$ cat src/rtl/llki_key_sequencer.sv
// llki_key_sequencer
// Takes one SRoT command at a time and sequences an LLKI key load or a key
// clear into one of NUM_TSS Mock TSS instances. A LOAD reads key words from a
// synchronous key RAM and pushes them, word 0 first, to the selected TSS over
// the valid/ready discrete interface. A CLEAR holds the clear request until
// that TSS acknowledges it. Every TSS handshake is bounded by a timeout.
module llki_key_sequencer #(
  parameter int NUM_TSS        = 4,
  parameter int TGT_W          = 2,
  parameter int ADDR_W         = 8,
  parameter int TIMEOUT_CYCLES = 1024
) (
  input  logic               clk,
  input  logic               rst,
  input  logic               cmd_valid,
  output logic               cmd_ready,
  input  logic               cmd_op,
  input  logic [TGT_W-1:0]   cmd_target,
  input  logic [ADDR_W-1:0]  cmd_base_addr,
  input  logic [7:0]         cmd_num_words,
  output logic               key_rd_en,
  output logic [ADDR_W-1:0]  key_rd_addr,
  input  logic [63:0]        key_rd_data,
  output logic [63:0]        llkid_key_data,
  output logic [NUM_TSS-1:0] llkid_key_valid,
  input  logic [NUM_TSS-1:0] llkid_key_ready,
  output logic [NUM_TSS-1:0] llkid_clear_key,
  input  logic [NUM_TSS-1:0] llkid_clear_key_ack,
  output logic               rsp_valid,
  output logic [1:0]         rsp_status
);

  localparam int TO_W = $clog2(TIMEOUT_CYCLES) + 1;

  localparam logic [1:0] STATUS_OK      = 2'b00;
  localparam logic [1:0] STATUS_TIMEOUT = 2'b01;
  localparam logic [1:0] STATUS_BAD_CMD = 2'b10;

  typedef enum logic [2:0] {
    S_IDLE     = 3'd0,
    S_FETCH    = 3'd1,
    S_SEND     = 3'd2,
    S_WAIT_RDY = 3'd3,
    S_CLEAR    = 3'd4,
    S_DONE     = 3'd5
  } state_t;

  state_t              state_r;
  logic [NUM_TSS-1:0]  tgt_onehot_r;   // selected target, latched at accept
  logic [ADDR_W-1:0]   base_r;
  logic [7:0]          num_words_r;
  logic [7:0]          word_idx_r;     // words already transferred
  logic [TO_W-1:0]     timer_r;        // cycles spent in the current handshake state
  logic                fetch_data_r;   // second FETCH cycle: RAM data is valid
  logic                wait_armed_r;   // ready may be trusted from now on

  logic                tgt_ready_s;
  logic                tgt_ack_s;
  logic                timer_exp_s;
  logic                cmd_bad_s;
  logic [NUM_TSS-1:0]  cmd_onehot_s;

  // Selected-target handshake inputs, timeout detect and command decode
  always_comb begin
    tgt_ready_s  = |(llkid_key_ready & tgt_onehot_r);
    tgt_ack_s    = |(llkid_clear_key_ack & tgt_onehot_r);
    timer_exp_s  = (timer_r == TO_W'(TIMEOUT_CYCLES - 1));
    cmd_onehot_s = NUM_TSS'(1'b1) << cmd_target;
    cmd_bad_s    = (32'(cmd_target) >= 32'(NUM_TSS)) ||
                   ((cmd_op == 1'b0) && (cmd_num_words == 8'd0));
  end

  // Command sequencer: state, counters and all registered outputs
  always_ff @(posedge clk) begin
    if (rst) begin
      state_r         <= S_IDLE;
      cmd_ready       <= 1'b1;
      key_rd_en       <= 1'b0;
      key_rd_addr     <= '0;
      llkid_key_data  <= 64'd0;
      llkid_key_valid <= '0;
      llkid_clear_key <= '0;
      rsp_valid       <= 1'b0;
      rsp_status      <= STATUS_OK;
      tgt_onehot_r    <= '0;
      base_r          <= '0;
      num_words_r     <= 8'd0;
      word_idx_r      <= 8'd0;
      timer_r         <= '0;
      fetch_data_r    <= 1'b0;
      wait_armed_r    <= 1'b0;
    end else begin
      // Strobes are single-cycle unless a branch below re-asserts them
      key_rd_en <= 1'b0;
      rsp_valid <= 1'b0;

      case (state_r)
        S_IDLE: begin
          if (cmd_valid) begin
            cmd_ready    <= 1'b0;
            tgt_onehot_r <= cmd_onehot_s;
            base_r       <= cmd_base_addr;
            num_words_r  <= cmd_num_words;
            word_idx_r   <= 8'd0;
            timer_r      <= '0;
            fetch_data_r <= 1'b0;
            wait_armed_r <= 1'b0;
            if (cmd_bad_s) begin
              rsp_valid  <= 1'b1;
              rsp_status <= STATUS_BAD_CMD;
              state_r    <= S_DONE;
            end else if (cmd_op) begin
              llkid_clear_key <= cmd_onehot_s;
              state_r         <= S_CLEAR;
            end else begin
              key_rd_en   <= 1'b1;
              key_rd_addr <= cmd_base_addr;
              state_r     <= S_FETCH;
            end
          end
        end

        S_FETCH: begin
          if (fetch_data_r) begin
            fetch_data_r    <= 1'b0;
            llkid_key_data  <= key_rd_data;
            llkid_key_valid <= tgt_onehot_r;
            timer_r         <= '0;
            state_r         <= S_SEND;
          end else begin
            fetch_data_r <= 1'b1;
          end
        end

        S_SEND: begin
          if (tgt_ready_s) begin
            llkid_key_valid <= '0;
            word_idx_r      <= word_idx_r + 8'd1;
            timer_r         <= '0;
            wait_armed_r    <= 1'b0;
            state_r         <= S_WAIT_RDY;
          end else if (timer_exp_s) begin
            llkid_key_valid <= '0;
            rsp_valid       <= 1'b1;
            rsp_status      <= STATUS_TIMEOUT;
            state_r         <= S_DONE;
          end else begin
            timer_r <= timer_r + TO_W'(1);
          end
        end

        // The TSS registers ready, so the cycle right after a transfer still
        // shows the stale value; only the armed cycles are sampled.
        S_WAIT_RDY: begin
          if (wait_armed_r && tgt_ready_s) begin
            wait_armed_r <= 1'b0;
            if (word_idx_r == num_words_r) begin
              rsp_valid  <= 1'b1;
              rsp_status <= STATUS_OK;
              state_r    <= S_DONE;
            end else begin
              key_rd_en   <= 1'b1;
              key_rd_addr <= base_r + ADDR_W'(word_idx_r);
              state_r     <= S_FETCH;
            end
          end else if (timer_exp_s) begin
            rsp_valid  <= 1'b1;
            rsp_status <= STATUS_TIMEOUT;
            state_r    <= S_DONE;
          end else begin
            wait_armed_r <= 1'b1;
            timer_r      <= timer_r + TO_W'(1);
          end
        end

        S_CLEAR: begin
          if (tgt_ack_s) begin
            llkid_clear_key <= '0;
            rsp_valid       <= 1'b1;
            rsp_status      <= STATUS_OK;
            state_r         <= S_DONE;
          end else if (timer_exp_s) begin
            llkid_clear_key <= '0;
            rsp_valid       <= 1'b1;
            rsp_status      <= STATUS_TIMEOUT;
            state_r         <= S_DONE;
          end else begin
            timer_r <= timer_r + TO_W'(1);
          end
        end

        S_DONE: begin
          cmd_ready <= 1'b1;
          state_r   <= S_IDLE;
        end

        default: begin
          llkid_key_valid <= '0;
          llkid_clear_key <= '0;
          cmd_ready       <= 1'b1;
          state_r         <= S_IDLE;
        end
      endcase
    end
  end

endmodule

$ cat config.mk
export PLATFORM = sky130hd
export DESIGN_NAME = llki_key_sequencer
export DESIGN_NICKNAME = d
export VERILOG_FILES = /design/src/rtl/llki_key_sequencer.sv
export SDC_FILE = /design/constraint.sdc
export NUM_CORES = 1
export LEC_CHECK = 0
export CORE_MARGIN = 2
export CORE_UTILIZATION = 35
export DETAILED_ROUTE_END_ITERATION = 8
export SLEW_MARGIN = 20
export SYNTH_ARGS = -nofsm -noshare
export SYNTH_HDL_FRONTEND = slang
export SYNTH_SLANG_ARGS = --single-unit
$ cat constraint.sdc
create_clock -name clk -period 6 [get_ports clk]
set_clock_uncertainty 0.05 [all_clocks]
set_input_delay 1.2 -clock clk [delete_from_list [all_inputs] [get_ports clk]]
set_output_delay 1.2 -clock clk [all_outputs]
set_load 0.02 [all_outputs]
==> impl_metrics.env <==
export IMPL_status="finished clean"
export IMPL_synth_compound_area_share_pct=21.6
export IMPL_pwr_share_clk_pct=37.1
export IMPL_syn2layout_area_growth_pct=42.2
export IMPL_dp_hpwl_mm=11.9
export IMPL_htree_levels=4
export IMPL_crit_fanout=17
export IMPL_peakVddDrop_v=0.000259
export IMPL_syn_inst=709
export IMPL_finalWirelength_mm=16.6
export IMPL_synthTopCellsByArea="dfxtp_1 (45%), nand2_1 (12%), a21oi_1 (9.7%)"
export IMPL_cts_resized=0
export IMPL_drive_gt1_share_pct=6.61
export IMPL_pwr_share_comb_pct=25.2
export IMPL_hold_path_startpoint="llkid_key_data[60]"
export IMPL_synth_warning_count=0
export IMPL_synth_xor_area_share_pct=2.26
export IMPL_cts_setup_buffers=0
export IMPL_rsz0062_at_grt="false"
export IMPL_required_ns=6.29
export IMPL_yosysSeqAreaShare_pct=44.5
export IMPL_synth_cell_types=72
export IMPL_maxCapViolations=0
export IMPL_drtAntennaViolNets=0
export IMPL_synth_top_family_by_area="simple AND/OR/NAND/NOR gates"
export IMPL_core_um2=16400
export IMPL_tns_ns=0
export IMPL_die_w_um=133
export IMPL_viasPerCell=5.02
export IMPL_synth_top_area_cell="dfxtp_1"
export IMPL_p_per_area_nw_per_um2=334
export IMPL_netSwitchingPower_uw=895
export IMPL_die_h_um=133
export IMPL_critPathCaptureType="flip-flop"
export IMPL_grt_pass1_wl_mm=26.6
export IMPL_grt_max_degree=84
export IMPL_seqPwrFrac_pct=37.7
export IMPL_cts_root_buf="clkbuf_16"
export IMPL_setup_worst_path_start_class="input pin"
export IMPL_switching_share_pct=32.5
export IMPL_cts_buffers=17
export IMPL_antenna_cells=0
export IMPL_clockBufferDepth=2
export IMPL_holdPathStages=2
export IMPL_worstMarginPinSlew_ns=0.917
export IMPL_num_rows=47
export IMPL_hold_buffers=0
export IMPL_synth_common_cells="nand2_1 (189), dfxtp_1 (129), a21oi_1 (112)"
export IMPL_grt_usage_pct=18.8
export IMPL_yosys_mux_area_fraction_pct=0.345
export IMPL_ys_flop_type="dfxtp_1"
export IMPL_fin_nets=970
export IMPL_syn_area_um2=5800
export IMPL_yosys_area_share_simple_pct=24.3
export IMPL_drc=0
export IMPL_fin_crit_sh_pct=48.5
export IMPL_synth_top_cell_area_share_pct=44.5
export IMPL_p_int_mw=1.86
export IMPL_die_area_um2=17600
export IMPL_clock_sinks=129
export IMPL_holdWs_ns=0.402
export IMPL_start_util_pct=35.4
export IMPL_crit_type="in2reg"
export IMPL_synthesis_nets=813
export IMPL_overflow=0
export IMPL_yosys_area_share_adder_pct=2.29
export IMPL_reg2reg_depth=5
export IMPL_top_level_ports=179
export IMPL_holdCritPathClass="reg2reg"
export IMPL_fmax_mhz=344
export IMPL_hold_end="llkid_key_data[60]"
export IMPL_grt_pass1_vias=5304
export IMPL_async_flop_share_pct=0
export IMPL_clk_latency_ns=0.42
export IMPL_cts_tree="built"
export IMPL_antenna_found_initial=0
export IMPL_ys_ff_latch=129
export IMPL_finalHoldViolCount=0
export IMPL_total_leakage_power_nw=2.91
export IMPL_drv_slew=0
export IMPL_clk_pin_slew_ns=0.06
export IMPL_worstReg2RegStart="state_r[2]"
export IMPL_timing_rr_end="timer_r[5]"
export IMPL_synth_most_common_cell="nand2_1"
export IMPL_wire_per_inst_um=15.1
export IMPL_first_iter_violations=306
export IMPL_min_period_ns=2.91
export IMPL_gp_congestion=0.873
export IMPL_r2r_setup_slack_ns=3.34
export IMPL_drt_pass1_iter_count=5
export IMPL_slew_limit_headroom_pct=38.8
export IMPL_synth_edff_count=0
export IMPL_vias=5509
export IMPL_setup_viol=0
export IMPL_portBuffers=178
export IMPL_syn_area_per_cell_um2=8.18
export IMPL_crit_arrival_ns=3.20
[critical path, stage by stage]
cell and delay (ns):
clkdlybuf4s50_1 0.45, a22oi_4 0.31, a211oi_2 0.15, a21o_1 0.34, or4_1 0.56, a21oi_1 0.17
[through the flow]
stage | std cells | setup WS, ns | area (µm²) | power (mW) | utilization, %
floorplan | 709 | 3.35 | 5800 | 1.53 | -
detailed placement | 1067 | 2.68 | 7660 | 1.75 | 46.7
global route | 1098 | 3.00 | 8250 | 2.90 | 50.3
global placement | 1067 | 2.71 | 7660 | 1.73 | 46.7
finish | 1098 | 3.09 | 8250 | 2.75 | 50.3
CTS | 1098 | 3.09 | 8250 | 2.78 | 50.3
[power by group through the flow]
stage | Sequential, mW | Combinational (mW) | Clock (mW)
2_1_floorplan | 1.04 | 0.487 | 0
3_3_place_gp | 1.06 | 0.678 | 0
3_5_place_dp | 1.06 | 0.691 | 0
4_1_cts | 1.04 | 0.695 | 1.05
5_1_grt | 1.05 | 0.758 | 1.09
6_report | 1.04 | 0.694 | 1.02
[cells in the final DEF, fill, tap and decap left out, types with 10 or more instances in the layout]
| cell | count |
|---|---|
| nand2_1 | 189 |
| clkdlybuf4s50_1 | 177 |
| dfxtp_1 | 129 |
| a21oi_1 | 112 |
| nor2_1 | 34 |
| o21ai_0 | 17 |
| clkbuf_16 | 17 |
| nor3_1 | 16 |
| inv_1 | 11 |
| a211oi_1 | 10 |
[logic make-up (layout without fill, tap and decap cells)]
family                   count (synthesis)  count (layout)
AO/OA/AOI/OAI                          197             197
XOR/XNOR                                15              15
adder cells (fa/ha/maj)                 10              10
buffers and inverters                   56             225
flip-flops                             129             129
multiplexers                             2               2
AND/OR/NAND/NOR                        300             300
[area by class of cell]
type | instances | area, µm²
flip-flops and latches | 129 | 2580
well taps | 220 | 275
clock buffers | 20 | 457
fillers | 1533 | 8160
clock inverters | 11 | 129
repair buffers | 182 | 1810
multi-input cells | 524 | 2950
inverters | 12 | 45.0
[how the worst max path moves through the flow]
stage / startpoint / to / slack (ns) / cells past startpoint
6_report: llkid_key_ready[2] / timer_r[5] / 3.09 / 6
3_3_place_gp: cmd_num_words[3] / rsp_status[0] / 2.71 / 6
5_1_grt: llkid_key_ready[2] / timer_r[5] / 3.00 / 6
2_1_floorplan: cmd_num_words[7] / rsp_status[0] / 3.35 / 5
4_1_cts: llkid_key_ready[2] / timer_r[5] / 3.09 / 6
3_5_place_dp: cmd_num_words[3] / rsp_status[0] / 2.68 / 6
[routing by layer]
metal	vias to the layer above	track usage [%]	wire length (µm)
li1	2787	-	-
met1	2529	23.3	7380
met2	166	31.0	8000
met3	27	4.64	834
met4	0	7.95	392
met5	-	0	0
[flip-flops by register name, summed over array words and instances (netlist names), 2 cells and up]
register	cells
base_r	8
key_rd_addr	8
llkid_clear_key	4
llkid_key_data	64
llkid_key_valid	4
num_words_r	8
rsp_status	2
state_r	3
tgt_onehot_r	4
timer_r	11
word_idx_r	8
Note: power is estimated with default switching activity, not from simulation.
